## src/rtl/prng_pkg.sv

```systemverilog
// Shared register map, bit positions and packing helper for the Wishbone LFSR
// random-number generator.
package prng_pkg;

  localparam logic [1:0] REG_CTRL   = 2'd0;
  localparam logic [1:0] REG_SEED   = 2'd1;
  localparam logic [1:0] REG_DATA   = 2'd2;
  localparam logic [1:0] REG_STATUS = 2'd3;

  localparam int CTRL_EN     = 0;
  localparam int CTRL_IRQ_EN = 1;

  localparam int ST_VALID     = 0;
  localparam int ST_UNDERFLOW = 1;
  localparam int ST_LOCKUP    = 2;
  localparam int ST_COUNT_LSB = 16;
  localparam int ST_COUNT_W   = 16;

  // Steps needed to fill a 32-bit word, rounded up.
  function automatic int steps_per_word(input int out_bits);
    return (32 + out_bits - 1) / out_bits;
  endfunction

endpackage

```

## src/rtl/prng_lfsr_wb_if.sv

```systemverilog
// Wishbone slave bundle for the LFSR generator; the user-project top drives the
// master side, the generator takes the slave side.
interface prng_lfsr_wb_if;
  logic        wbs_stb_i;
  logic        wbs_cyc_i;
  logic        wbs_we_i;
  logic [3:0]  wbs_sel_i;
  logic [31:0] wbs_adr_i;
  logic [31:0] wbs_dat_i;
  logic        wbs_ack_o;
  logic [31:0] wbs_dat_o;

  modport master (
    output wbs_stb_i, wbs_cyc_i, wbs_we_i, wbs_sel_i, wbs_adr_i, wbs_dat_i,
    input  wbs_ack_o, wbs_dat_o
  );

  modport slave (
    input  wbs_stb_i, wbs_cyc_i, wbs_we_i, wbs_sel_i, wbs_adr_i, wbs_dat_i,
    output wbs_ack_o, wbs_dat_o
  );
endinterface

```

## src/rtl/prng_lfsr_core.sv

```systemverilog
// XNOR-feedback LFSR: multi-bit step, all-ones lockup escape and 32-bit seed
// shift-in. Emits the bits inserted by the current step.
module prng_lfsr_core #(
  parameter int               WIDTH      = 168,
  parameter int               OUT_BITS   = 3,
  parameter int               TAP_STRIDE = 32,
  parameter logic [WIDTH-1:0] SEED_INIT  = '0
) (
  input  logic                i_clk,
  input  logic                i_rst_n,
  input  logic                i_step,
  input  logic                i_seed_we,
  input  logic [31:0]         i_seed_dat,
  output logic [OUT_BITS-1:0] o_fb,
  output logic                o_lockup_pulse
);

  localparam logic [OUT_BITS-1:0] LSB_MASK = OUT_BITS'(1);

  logic [WIDTH-1:0]    r_lfsr;
  logic [OUT_BITS-1:0] w_fb_raw;
  logic                w_all_ones;

  for (genvar gi = 0; gi < OUT_BITS; gi++) begin : g_fb
    assign w_fb_raw[gi] = ~(r_lfsr[WIDTH-1-gi]
                          ^ r_lfsr[WIDTH-1-gi-TAP_STRIDE]
                          ^ r_lfsr[WIDTH-1-gi-2*TAP_STRIDE]
                          ^ r_lfsr[WIDTH-1-gi-3*TAP_STRIDE]);
  end

  // All-ones maps to itself under XNOR; clearing the bit that lands in
  // position 0 is enough to leave the fixed point.
  assign w_all_ones     = &r_lfsr;
  assign o_fb           = w_all_ones ? (w_fb_raw & ~LSB_MASK) : w_fb_raw;
  assign o_lockup_pulse = i_step & w_all_ones;

  always_ff @(posedge i_clk or negedge i_rst_n) begin
    if (!i_rst_n) begin
      r_lfsr <= SEED_INIT;
    end else if (i_seed_we) begin
      r_lfsr <= {r_lfsr[WIDTH-33:0], i_seed_dat};
    end else if (i_step) begin
      r_lfsr <= {r_lfsr[WIDTH-1-OUT_BITS:0], o_fb};
    end
  end

endmodule

```

## src/rtl/prng_lfsr_wb.sv

```systemverilog
// Wishbone-attached LFSR generator: register decode, word packer with a
// one-word buffer and backpressure, sticky status flags and interrupt.
module prng_lfsr_wb
  import prng_pkg::*;
#(
  parameter int           WIDTH      = 168,
  parameter int           OUT_BITS   = 3,
  parameter int           TAP_STRIDE = 32,
  parameter logic [255:0] SEED_INIT  = 256'hE3074618_6853_97B33A_02183540_34B1E6_862E08C005C1_83
) (
  input  logic                wb_clk_i,
  input  logic                wb_rst_ni,
  prng_lfsr_wb_if.slave       wbs,
  output logic [OUT_BITS-1:0] io_out,
  output logic [OUT_BITS-1:0] io_oeb,
  output logic                irq_o
);

  localparam int            K         = steps_per_word(OUT_BITS);
  localparam int            CW        = $clog2(K);
  localparam logic [CW-1:0] LAST_STEP = CW'(K - 1);

  logic                  r_ack;
  logic [31:0]           r_dat;
  logic                  r_en;
  logic                  r_irq_en;
  logic [31:0]           r_acc;
  logic [CW-1:0]         r_step_cnt;
  logic [31:0]           r_buf;
  logic                  r_word_valid;
  logic [ST_COUNT_W-1:0] r_word_count;
  logic                  r_underflow;
  logic                  r_lockup;
  logic [OUT_BITS-1:0]   r_io_out;

  logic                  w_req;
  logic                  w_rd;
  logic                  w_wr;
  logic [1:0]            w_reg;
  logic                  w_data_rd;
  logic                  w_status_wr;
  logic                  w_seed_we;
  logic                  w_hold;
  logic                  w_step;
  logic                  w_word_done;
  logic [OUT_BITS-1:0]   w_fb;
  logic                  w_lockup_pulse;
  logic [31:0]           w_acc_next;
  logic [31:0]           w_rdata;
  logic                  w_unused;

  // Wishbone: a request is cyc&stb sampled on an edge while ack is low. ack is
  // high for exactly the following cycle with registered read data, and every
  // register side effect commits on that sampling edge.
  assign w_req       = wbs.wbs_cyc_i & wbs.wbs_stb_i & ~r_ack;
  assign w_wr        = w_req & wbs.wbs_we_i;
  assign w_rd        = w_req & ~wbs.wbs_we_i;
  assign w_reg       = wbs.wbs_adr_i[3:2];
  assign w_data_rd   = w_rd & (w_reg == REG_DATA);
  assign w_status_wr = w_wr & (w_reg == REG_STATUS);
  assign w_seed_we   = w_wr & (w_reg == REG_SEED) & ~r_en;

  assign w_unused = ^{wbs.wbs_sel_i, wbs.wbs_adr_i[31:4], wbs.wbs_adr_i[1:0]};

  // The last step of a word waits while the buffer is full, unless the buffer
  // is being read on this very edge.
  assign w_hold      = r_word_valid & (r_step_cnt == LAST_STEP) & ~w_data_rd;
  assign w_step      = r_en & ~w_hold;
  assign w_word_done = w_step & (r_step_cnt == LAST_STEP);
  assign w_acc_next  = {r_acc[31-OUT_BITS:0], w_fb};

  prng_lfsr_core #(
    .WIDTH      (WIDTH),
    .OUT_BITS   (OUT_BITS),
    .TAP_STRIDE (TAP_STRIDE),
    .SEED_INIT  (SEED_INIT[WIDTH-1:0])
  ) u_core (
    .i_clk          (wb_clk_i),
    .i_rst_n        (wb_rst_ni),
    .i_step         (w_step),
    .i_seed_we      (w_seed_we),
    .i_seed_dat     (wbs.wbs_dat_i),
    .o_fb           (w_fb),
    .o_lockup_pulse (w_lockup_pulse)
  );

  always_comb begin
    w_rdata = '0;
    case (w_reg)
      REG_CTRL: begin
        w_rdata[CTRL_EN]     = r_en;
        w_rdata[CTRL_IRQ_EN] = r_irq_en;
      end
      REG_DATA: begin
        w_rdata = r_word_valid ? r_buf : '0;
      end
      REG_STATUS: begin
        w_rdata[ST_VALID]                   = r_word_valid;
        w_rdata[ST_UNDERFLOW]               = r_underflow;
        w_rdata[ST_LOCKUP]                  = r_lockup;
        w_rdata[ST_COUNT_LSB +: ST_COUNT_W] = r_word_count;
      end
      default: begin
        w_rdata = '0;
      end
    endcase
  end

  always_ff @(posedge wb_clk_i or negedge wb_rst_ni) begin
    if (!wb_rst_ni) begin
      r_ack <= 1'b0;
      r_dat <= '0;
    end else begin
      r_ack <= w_req;
      if (w_req) begin
        r_dat <= w_rd ? w_rdata : '0;
      end
    end
  end

  always_ff @(posedge wb_clk_i or negedge wb_rst_ni) begin
    if (!wb_rst_ni) begin
      r_en     <= 1'b0;
      r_irq_en <= 1'b0;
    end else if (w_wr && (w_reg == REG_CTRL)) begin
      r_en     <= wbs.wbs_dat_i[CTRL_EN];
      r_irq_en <= wbs.wbs_dat_i[CTRL_IRQ_EN];
    end
  end

  always_ff @(posedge wb_clk_i or negedge wb_rst_ni) begin
    if (!wb_rst_ni) begin
      r_acc        <= '0;
      r_step_cnt   <= '0;
      r_buf        <= '0;
      r_word_valid <= 1'b0;
      r_word_count <= '0;
    end else if (w_seed_we) begin
      r_acc        <= '0;
      r_step_cnt   <= '0;
      r_word_valid <= 1'b0;
    end else begin
      if (w_word_done) begin
        r_buf        <= w_acc_next;
        r_acc        <= '0;
        r_step_cnt   <= '0;
        r_word_count <= r_word_count + 16'd1;
      end else if (w_step) begin
        r_acc      <= w_acc_next;
        r_step_cnt <= r_step_cnt + CW'(1);
      end
      // A word completing on a read edge refills the buffer, so valid stays set.
      if (w_word_done) begin
        r_word_valid <= 1'b1;
      end else if (w_data_rd) begin
        r_word_valid <= 1'b0;
      end
    end
  end

  always_ff @(posedge wb_clk_i or negedge wb_rst_ni) begin
    if (!wb_rst_ni) begin
      r_underflow <= 1'b0;
      r_lockup    <= 1'b0;
    end else begin
      if (w_data_rd && !r_word_valid) begin
        r_underflow <= 1'b1;
      end else if (w_status_wr && wbs.wbs_dat_i[ST_UNDERFLOW]) begin
        r_underflow <= 1'b0;
      end
      if (w_lockup_pulse) begin
        r_lockup <= 1'b1;
      end else if (w_status_wr && wbs.wbs_dat_i[ST_LOCKUP]) begin
        r_lockup <= 1'b0;
      end
    end
  end

  always_ff @(posedge wb_clk_i or negedge wb_rst_ni) begin
    if (!wb_rst_ni) begin
      r_io_out <= '0;
    end else if (w_step) begin
      r_io_out <= w_fb;
    end
  end

  assign wbs.wbs_ack_o = r_ack;
  assign wbs.wbs_dat_o = r_dat;
  assign io_out        = r_io_out;
  assign io_oeb        = r_en ? '0 : '1;
  assign irq_o         = r_word_valid & r_irq_en;

endmodule

```

## src/flat_wrapper.sv

```systemverilog
// flat-port wrapper written by rule: the top's interface ports become plain ports
module prng_lfsr_wb_flat import prng_pkg::*;
#(
  parameter int           WIDTH      = 168,
  parameter int           OUT_BITS   = 3,
  parameter int           TAP_STRIDE = 32,
  parameter logic [255:0] SEED_INIT  = 256'hE3074618_6853_97B33A_02183540_34B1E6_862E08C005C1_83
)
  (wb_clk_i, wb_rst_ni, io_out, io_oeb, irq_o, wbs_wbs_stb_i, wbs_wbs_cyc_i, wbs_wbs_we_i, wbs_wbs_sel_i, wbs_wbs_adr_i, wbs_wbs_dat_i, wbs_wbs_ack_o, wbs_wbs_dat_o);
  prng_lfsr_wb_if wbs_i ();
  input  logic wb_clk_i;
  input  logic wb_rst_ni;
  output logic [OUT_BITS-1:0] io_out;
  output logic [OUT_BITS-1:0] io_oeb;
  output logic irq_o;
  input wire logic [$bits(wbs_i.wbs_stb_i)-1:0] wbs_wbs_stb_i;
  input wire logic [$bits(wbs_i.wbs_cyc_i)-1:0] wbs_wbs_cyc_i;
  input wire logic [$bits(wbs_i.wbs_we_i)-1:0] wbs_wbs_we_i;
  input wire logic [$bits(wbs_i.wbs_sel_i)-1:0] wbs_wbs_sel_i;
  input wire logic [$bits(wbs_i.wbs_adr_i)-1:0] wbs_wbs_adr_i;
  input wire logic [$bits(wbs_i.wbs_dat_i)-1:0] wbs_wbs_dat_i;
  output wire logic [$bits(wbs_i.wbs_ack_o)-1:0] wbs_wbs_ack_o;
  output wire logic [$bits(wbs_i.wbs_dat_o)-1:0] wbs_wbs_dat_o;
  assign wbs_i.wbs_stb_i = wbs_wbs_stb_i;
  assign wbs_i.wbs_cyc_i = wbs_wbs_cyc_i;
  assign wbs_i.wbs_we_i = wbs_wbs_we_i;
  assign wbs_i.wbs_sel_i = wbs_wbs_sel_i;
  assign wbs_i.wbs_adr_i = wbs_wbs_adr_i;
  assign wbs_i.wbs_dat_i = wbs_wbs_dat_i;
  assign wbs_wbs_ack_o = wbs_i.wbs_ack_o;
  assign wbs_wbs_dat_o = wbs_i.wbs_dat_o;
  prng_lfsr_wb #(.WIDTH(WIDTH), .OUT_BITS(OUT_BITS), .TAP_STRIDE(TAP_STRIDE), .SEED_INIT(SEED_INIT)) u_core (.wb_clk_i(wb_clk_i), .wb_rst_ni(wb_rst_ni), .wbs(wbs_i), .io_out(io_out), .io_oeb(io_oeb), .irq_o(irq_o));
endmodule
```

## config.mk

```make
export PLATFORM = sky130hd
export DESIGN_NAME = prng_lfsr_wb_flat
export DESIGN_NICKNAME = d
export VERILOG_FILES = /design/src/rtl/prng_pkg.sv /design/src/rtl/prng_lfsr_wb_if.sv /design/src/rtl/prng_lfsr_core.sv /design/src/rtl/prng_lfsr_wb.sv /design/src/flat_wrapper.sv
export SDC_FILE = /design/constraint.sdc
export NUM_CORES = 1
export LEC_CHECK = 0
export ABC_AREA = 0
export CAP_MARGIN = 20
export CELL_PAD_IN_SITES_DETAIL_PLACEMENT = 0
export CELL_PAD_IN_SITES_GLOBAL_PLACEMENT = 2
export CORE_ASPECT_RATIO = 1.75
export CORE_UTILIZATION = 39
export CTS_CLUSTER_DIAMETER = 100
export DETAILED_ROUTE_END_ITERATION = 7
export PLACE_DENSITY_LB_ADDON = 0.1
export SYNTH_ARGS = -nofsm -noshare
export SYNTH_HDL_FRONTEND = slang
export SYNTH_HIERARCHICAL = 1
export SYNTH_SLANG_ARGS = --single-unit
export TNS_END_PERCENT = 100
```

## constraint.sdc

```tcl
create_clock -name wb_clk_i -period 2.57 [get_ports wb_clk_i]
set_input_delay 0.514 -clock wb_clk_i [delete_from_list [all_inputs] [get_ports wb_clk_i]]
set_output_delay 0.514 -clock wb_clk_i [all_outputs]
set_load 0.02 [all_outputs]
```

After elaboration in Yosys (flattened, before gate mapping)
Cells that the tools add are included.
{"block": "word_totals", "regBits": 290, "inputBits": 73, "elab_cells": 87}
{"block": "classes", "addsub": 2, "eq_ne": 4, "mux": 23, "bitwise_logic": 32, "reduce_logical": 13}
{"operator": "$mux W168", "n": 2}
{"operator": "$reduce_and A168 Y1", "n": 1}
{"operator": "$mux W29", "n": 3}
{"operator": "$mux W32", "n": 2}
{"operator": "$pmux W16 S2", "n": 1}
{"operator": "$add A16 B1 Y16 const B", "n": 1}
{"operator": "$and A1 B1 Y1", "n": 14}
{"operator": "$mux W13", "n": 1}
{"operator": "$mux W4", "n": 3}
{"operator": "$not A1 Y1", "n": 9}
{"operator": "$xor A1 B1 Y1", "n": 9}
{"operator": "$mux W1", "n": 8}
{"operator": "$pmux W2 S3", "n": 1}
{"operator": "$reduce_bool A2 Y1", "n": 3}
{"operator": "$reduce_bool A3 Y1", "n": 2}
{"operator": "$add A4 B1 Y4 const B", "n": 1}
{"operator": "$eq A2 B2 Y1 const B", "n": 2}
{"operator": "$eq A4 B4 Y1 const B", "n": 1}
{"operator": "$logic_and A1 B1 Y1", "n": 4}
{"operator": "$mux W3", "n": 1}
{"operator": "$eq A2 B1 Y1 const B", "n": 1}
{"operator": "$logic_not A2 Y1", "n": 1}
{"operator": "$pmux W1 S2", "n": 1}
{"operator": "$reduce_and A2 Y1", "n": 1}
{"operator": "$logic_not A1 Y1", "n": 1}

Depth between registers and ports, before layout
{"block": "depth", "depth_word": 11, "mapped_depth": 12}

Hierarchy
The synthesis kept the hierarchy.
{"mod": "prng_lfsr_core", "n_inst": 1, "cells_per_inst": 797, "area_each_um2": 8167.8, "seq_area_each_um2": 4284.1}
{"mod": "prng_lfsr_wb", "n_inst": 1, "cells_per_inst": 383, "area_each_um2": 5051.1, "seq_area_each_um2": 3052.9}

Worst setup path before layout
OpenSTA, ideal clock, no wires.
{"block": "synth_path", "kind": "in2reg", "start": "input wbs_wbs_adr_i[2]", "end": "register u_core.u_core.r_lfsr[73]", "setup_time_ns": 0.135, "arrival_time_ns": 2.361, "required_time_ns": 2.435, "slack_ns": 0.075, "stages": 11, "path_buffers": 5, "path_cell_list": "buf_2 -> or3b_1 -> buf_2 -> o21ai_0 -> nand2_1 -> inv_1 -> buf_2 -> buf_2 -> buf_4 -> mux2i_1 -> o21ai_0"}
{"block": "synth_via", "elab_chain_len": 7, "word_cells_on_any_way": 11, "classes_between": "2 x eq/ne; 1 x mux; 7 x bitwise; 1 x reduce/logical"}
{"item": "start: declaration", "line": "flat_wrapper.sv:20", "rtl": "input wire logic [$bits(wbs_i.wbs_adr_i)-1:0] wbs_wbs_adr_i;"}
{"item": "$eq A2 B2 Y1", "line": "prng_lfsr_wb.sv:59", "rtl": "assign w_data_rd = w_rd & (w_reg == REG_DATA);"}
{"item": "$and A1 B1 Y1", "line": "prng_lfsr_wb.sv:59"}
{"item": "$not A1 Y1", "line": "prng_lfsr_wb.sv:67", "rtl": "assign w_hold = r_word_valid & (r_step_cnt == LAST_STEP) & ~w_data_rd;"}
{"item": "$and A1 B1 Y1", "line": "prng_lfsr_wb.sv:67"}
{"item": "$not A1 Y1", "line": "prng_lfsr_wb.sv:68", "rtl": "assign w_step = r_en & ~w_hold;"}
{"item": "$and A1 B1 Y1", "line": "prng_lfsr_wb.sv:68"}
{"item": "named net u_core.w_step", "line": "prng_lfsr_wb.sv:44", "rtl": "logic w_step;"}
{"item": "$reduce_bool A2 Y1 (no source line)"}
{"item": "end signal: assignment", "line": "prng_lfsr_core.sv:41", "rtl": "r_lfsr <= {r_lfsr[WIDTH-33:0], i_seed_dat};"}
{"item": "end signal: assignment", "line": "prng_lfsr_core.sv:43", "rtl": "r_lfsr <= {r_lfsr[WIDTH-1-OUT_BITS:0], o_fb};"}
{"item": "end: declaration", "line": "prng_lfsr_core.sv:20", "rtl": "logic [WIDTH-1:0] r_lfsr;"}
The timed path passes the listed nets, and every way through them passes these cells.
A chain may end at the register's enable or synchronous reset.

Final worst setup path
{"block": "layout_path", "start": "register u_core.r_word_valid", "end": "output irq_o"}
{"block": "layout_via", "elab_chain_len": 1}
{"item": "start: declaration", "line": "prng_lfsr_wb.sv:30", "rtl": "logic r_word_valid;"}
{"item": "start signal: assignment", "line": "prng_lfsr_wb.sv:136", "rtl": "r_word_valid <= 1'b0;"}
{"item": "start signal: assignment", "line": "prng_lfsr_wb.sv:141", "rtl": "r_word_valid <= 1'b0;"}
{"item": "start signal: assignment", "line": "prng_lfsr_wb.sv:154", "rtl": "r_word_valid <= 1'b1;"}
{"item": "$and A1 B1 Y1", "line": "prng_lfsr_wb.sv:191", "rtl": "assign irq_o = r_word_valid & r_irq_en;"}
{"item": "end: declaration", "line": "flat_wrapper.sv:15", "rtl": "output logic irq_o;"}
No other way between the ends.

==> impl_metrics.json <==
{
  "grt_max_degree": 58,
  "hold_class": "in -> async",
  "synth_top_area_cell": "dfrtp_1",
  "first_pass_iters": 5,
  "insertedDiodeCount": 0,
  "fp.dieArea_um2": 34660,
  "yosysUniqueCellTypes": 47,
  "core_area_um2": 33140,
  "path_max_fanout": 8,
  "ant_nets": 0,
  "portBuffers": 78,
  "worst_hold_slack_ns": 0.4610,
  "worst_setup_path_end_kind": "primary output",
  "drive_gt1_frac": 0.1830,
  "num_rows": 88,
  "num_vias": 9392,
  "layout_setup_ws_ns": 0.09073,
  "cts_tree": "done",
  "min_period_ns": 2.479,
  "max_freq_ghz": 0.4033,
  "hold_viol": 0,
  "fin_area_um2": 16090,
  "synth-edff-count": 0,
  "critPathLaunch": "u_core/r_word_valid",
  "relSlewSlack": 0.6598,
  "place_ws_ns": -0.2248,
  "cts_sinks": 290,
  "grt_pass1_vias": 10080,
  "grt_pass1_wl_um": 58510,
  "cts_buffer_depth": 3,
  "clkLatencyLatePin_ns": 0.57,
  "synth_top_area_share": 0.4278,
  "fin_skew_ns": 0.02614,
  "reg2reg_depth": 6,
  "drt-total-wl_um": 36420,
  "yosysSeqAreaShare": 0.5550,
  "critPathArrivalTime_ns": 1.97,
  "yosysWarnings": 6,
  "cts.repair.resized": 0,
  "dp_hpwl_um": 26460,
  "clk_pin_slew_ns": 0.06,
  "cts_buffers": 29,
  "worstReg2RegStart": "u_core/u_core/r_lfsr[18]",
  "timing.final.crit_share": 0.9647,
  "p_per_area_nw_per_um2": 989.8,
  "synth_async_sr_flop_share": 1.000,
  "grt-ovfl-total": 0,
  "syn_area_um2": 13220,
  "routedWlPerCell_um": 20.61,
  "rsz0062_at_grt": "false",
  "ys.flop_type": "dfrtp_1",
  "drc": 0,
  "routabilityCongestion": 0.7982,
  "rr_endpoint": "u_core/io_out[0]",
  "antenna_found_initial": 0,
  "io_pins": 113,
  "reg2reg_slack_ns": 0.33,
  "setup_tns_ns": 0,
  "cts-root-buf": "clkbuf_16",
  "status": "complete, no violations",
  "worst_slew_pin_slew_ns": 0.5066,
  "setup.worst_path.end": "irq_o",
  "worstPathRequired_ns": 2.06,
  "ir_worst_vdd_v": 0.0006378,
  "critical_path_class": "reg -> out",
  "track_usage": 0.2205,
  "htree_levels": 1,
  "final_nets": 1370,
  "crit_path_start_kind": "flop",
  "post_cts_buffers": 0,
  "die_h_um": 245.6,
  "via_per_inst": 5.315,
  "syn_nets": 1256,
  "final-setup-viol-count": 0,
  "drtIter0Drc": 381,
  "max-cap-violations": 0,
  "ys_ff_latch": 290,
  "syn_inst": 1180,
  "fp.dieW_um": 141.2,
  "final_max_slew_viol_count": 0,
  "netlist_top_cells_area": "dfrtp_1 43%, dfstp_2 13%, mux2i_1 13%",
  "initial_core_util": 0.3989,
  "dpl_cell_area_um2": 15120,
  "power_leakage_nw": 6.779,
  "synthToLayoutAreaGrowth_pct": 21.74,
  "syn_area_per_cell_um2": 11.20,
  "fin_util": 0.4856
}
Yosys cell counts, types with 2 or more instances:
cell / number
a21oi_1: 4
and4_1: 3
xor2_1: 7
a21o_1: 2
xnor2_1: 17
a22o_1: 44
nand3_1: 8
buf_6: 3
mux2_4: 28
mux2_2: 12
nand3b_1: 3
o21ai_1: 51
a22oi_1: 18
nor2_1: 8
mux2i_1: 167
dfrtp_1: 226
nor2b_1: 2
buf_2: 14
nand2_1: 196
nand4b_1: 2
o21ai_0: 138
nand4_1: 52
and2_1: 3
nor3_1: 4
inv_1: 6
ha_1: 3
dfstp_2: 64
clkbuf_1: 49
nor4_1: 15
buf_4: 14
critical path, cell delays in order, from the launching register on:
cell,delay [ns]
dfrtp_1,0.54
and2_1,0.24
clkdlybuf4s50_1,0.62
stage by stage:
| step | instances | power (mW) |
|---|---|---|
| after CTS | 1767 | 16.15 |
| after floorplan | 1180 | 9.786 |
| final | 1767 | 15.93 |
| after global placement | 1712 | 11.69 |
| after detailed placement | 1712 | 11.76 |
| after global routing | 1767 | 16.82 |
final cells by class:
| class | count | area, um2 |
|---|---|---|
| inverter | 7 | 33.78 |
| sequential | 290 | 7337 |
| multi-input combinational | 802 | 5465 |
| timing repair buffer | 164 | 1734 |
| clock inverter | 5 | 78.83 |
| fill | 3130 | 17050 |
| clock buffer | 49 | 880.8 |
| tap | 450 | 563.0 |
cell families (layout without fill, tap and decap cells):
logic type | after synthesis | after routing | share of synthesized area
simple gates | 306 | 306 | 0.1087
flops | 290 | 290 | 0.5550
fa+ha+maj | 3 | 3 | 0.002840
compound gates | 262 | 262 | 0.1171
mux | 207 | 207 | 0.1685
xor+xnor | 24 | 24 | 0.01590
buf+inv | 88 | 225 | 0.03199
metal layers:
layer	vias up	wire, um	GRT usage
met4	0	1245	0.08376
met1	4722	13790	0.2382
li1	4472	-	-
met3	59	805	0.02064
met2	139	20570	0.4340
met5	-	0	0
worst min path at each step:
stage | cells past startpoint | start | to | slack [ns]
floorplan | 0 | wb_rst_ni | u_core/io_out[0] | 0.22
global placement | 2 | u_core/wbs.wbs_dat_o[16] | u_core/wbs.wbs_dat_o[16] | 0.46
detailed placement | 1 | u_core/r_word_count[15] | u_core/r_word_count[15] | 0.47
CTS | 3 | wbs_wbs_dat_i[15] | u_core/u_core/r_lfsr[15] | 0.45
global route | 3 | wbs_wbs_dat_i[15] | u_core/u_core/r_lfsr[15] | 0.49
finish | 2 | wb_rst_ni | u_core/r_buf[11] | 0.46
placed cells by master, fill, tap and decap left out, drive strengths merged, types with 2 or more instances in the layout:
cell type	Yosys	layout
mux2i	167	167
and4	3	3
ha	3	3
dfstp	64	64
a21oi	4	4
bufinv	0	2
nand3b	3	3
a22o	44	44
dfrtp	226	226
nand4	53	53
a22oi	18	18
and2	4	4
clkbuf	49	49
a21o	2	2
nand4b	2	2
xor2	7	7
nor2b	2	2
mux2	40	40
nor4	15	15
buf	32	86
nor2	8	8
nand2	197	197
inv	7	8
clkinv	0	2
o21ai	190	190
clkdlybuf4s50	0	77
xnor2	17	17
nand3	8	8
nor3	5	5
timing repair:
action | CTS | global route
setup endpoints to repair | 0 | 0
hold endpoints to repair | 47 | 0
hold buffers | 1 | 0
state kept, by name (all words and copies together) (netlist names), 3 cells and up:
name,flops
u_core/wbs.wbs_dat_o,32
u_core/r_buf,32
u_core/io_out,3
u_core/r_acc,29
u_core/r_word_count,16
u_core/u_core/r_lfsr,168
u_core/r_step_cnt,4
power breakdown:
part / internal (mW) / total (mW) / leakage [nW] / switching [mW]
logic: 1.90 / 3.68 / 2.68 / 1.79
clock network: 2.52 / 4.31 / 0.470 / 1.79
registers: 6.21 / 7.93 / 3.63 / 1.72
total: 10.6 / 15.9 / 6.78 / 5.30
No activity file was read; power rests on OpenSTA's default activity.
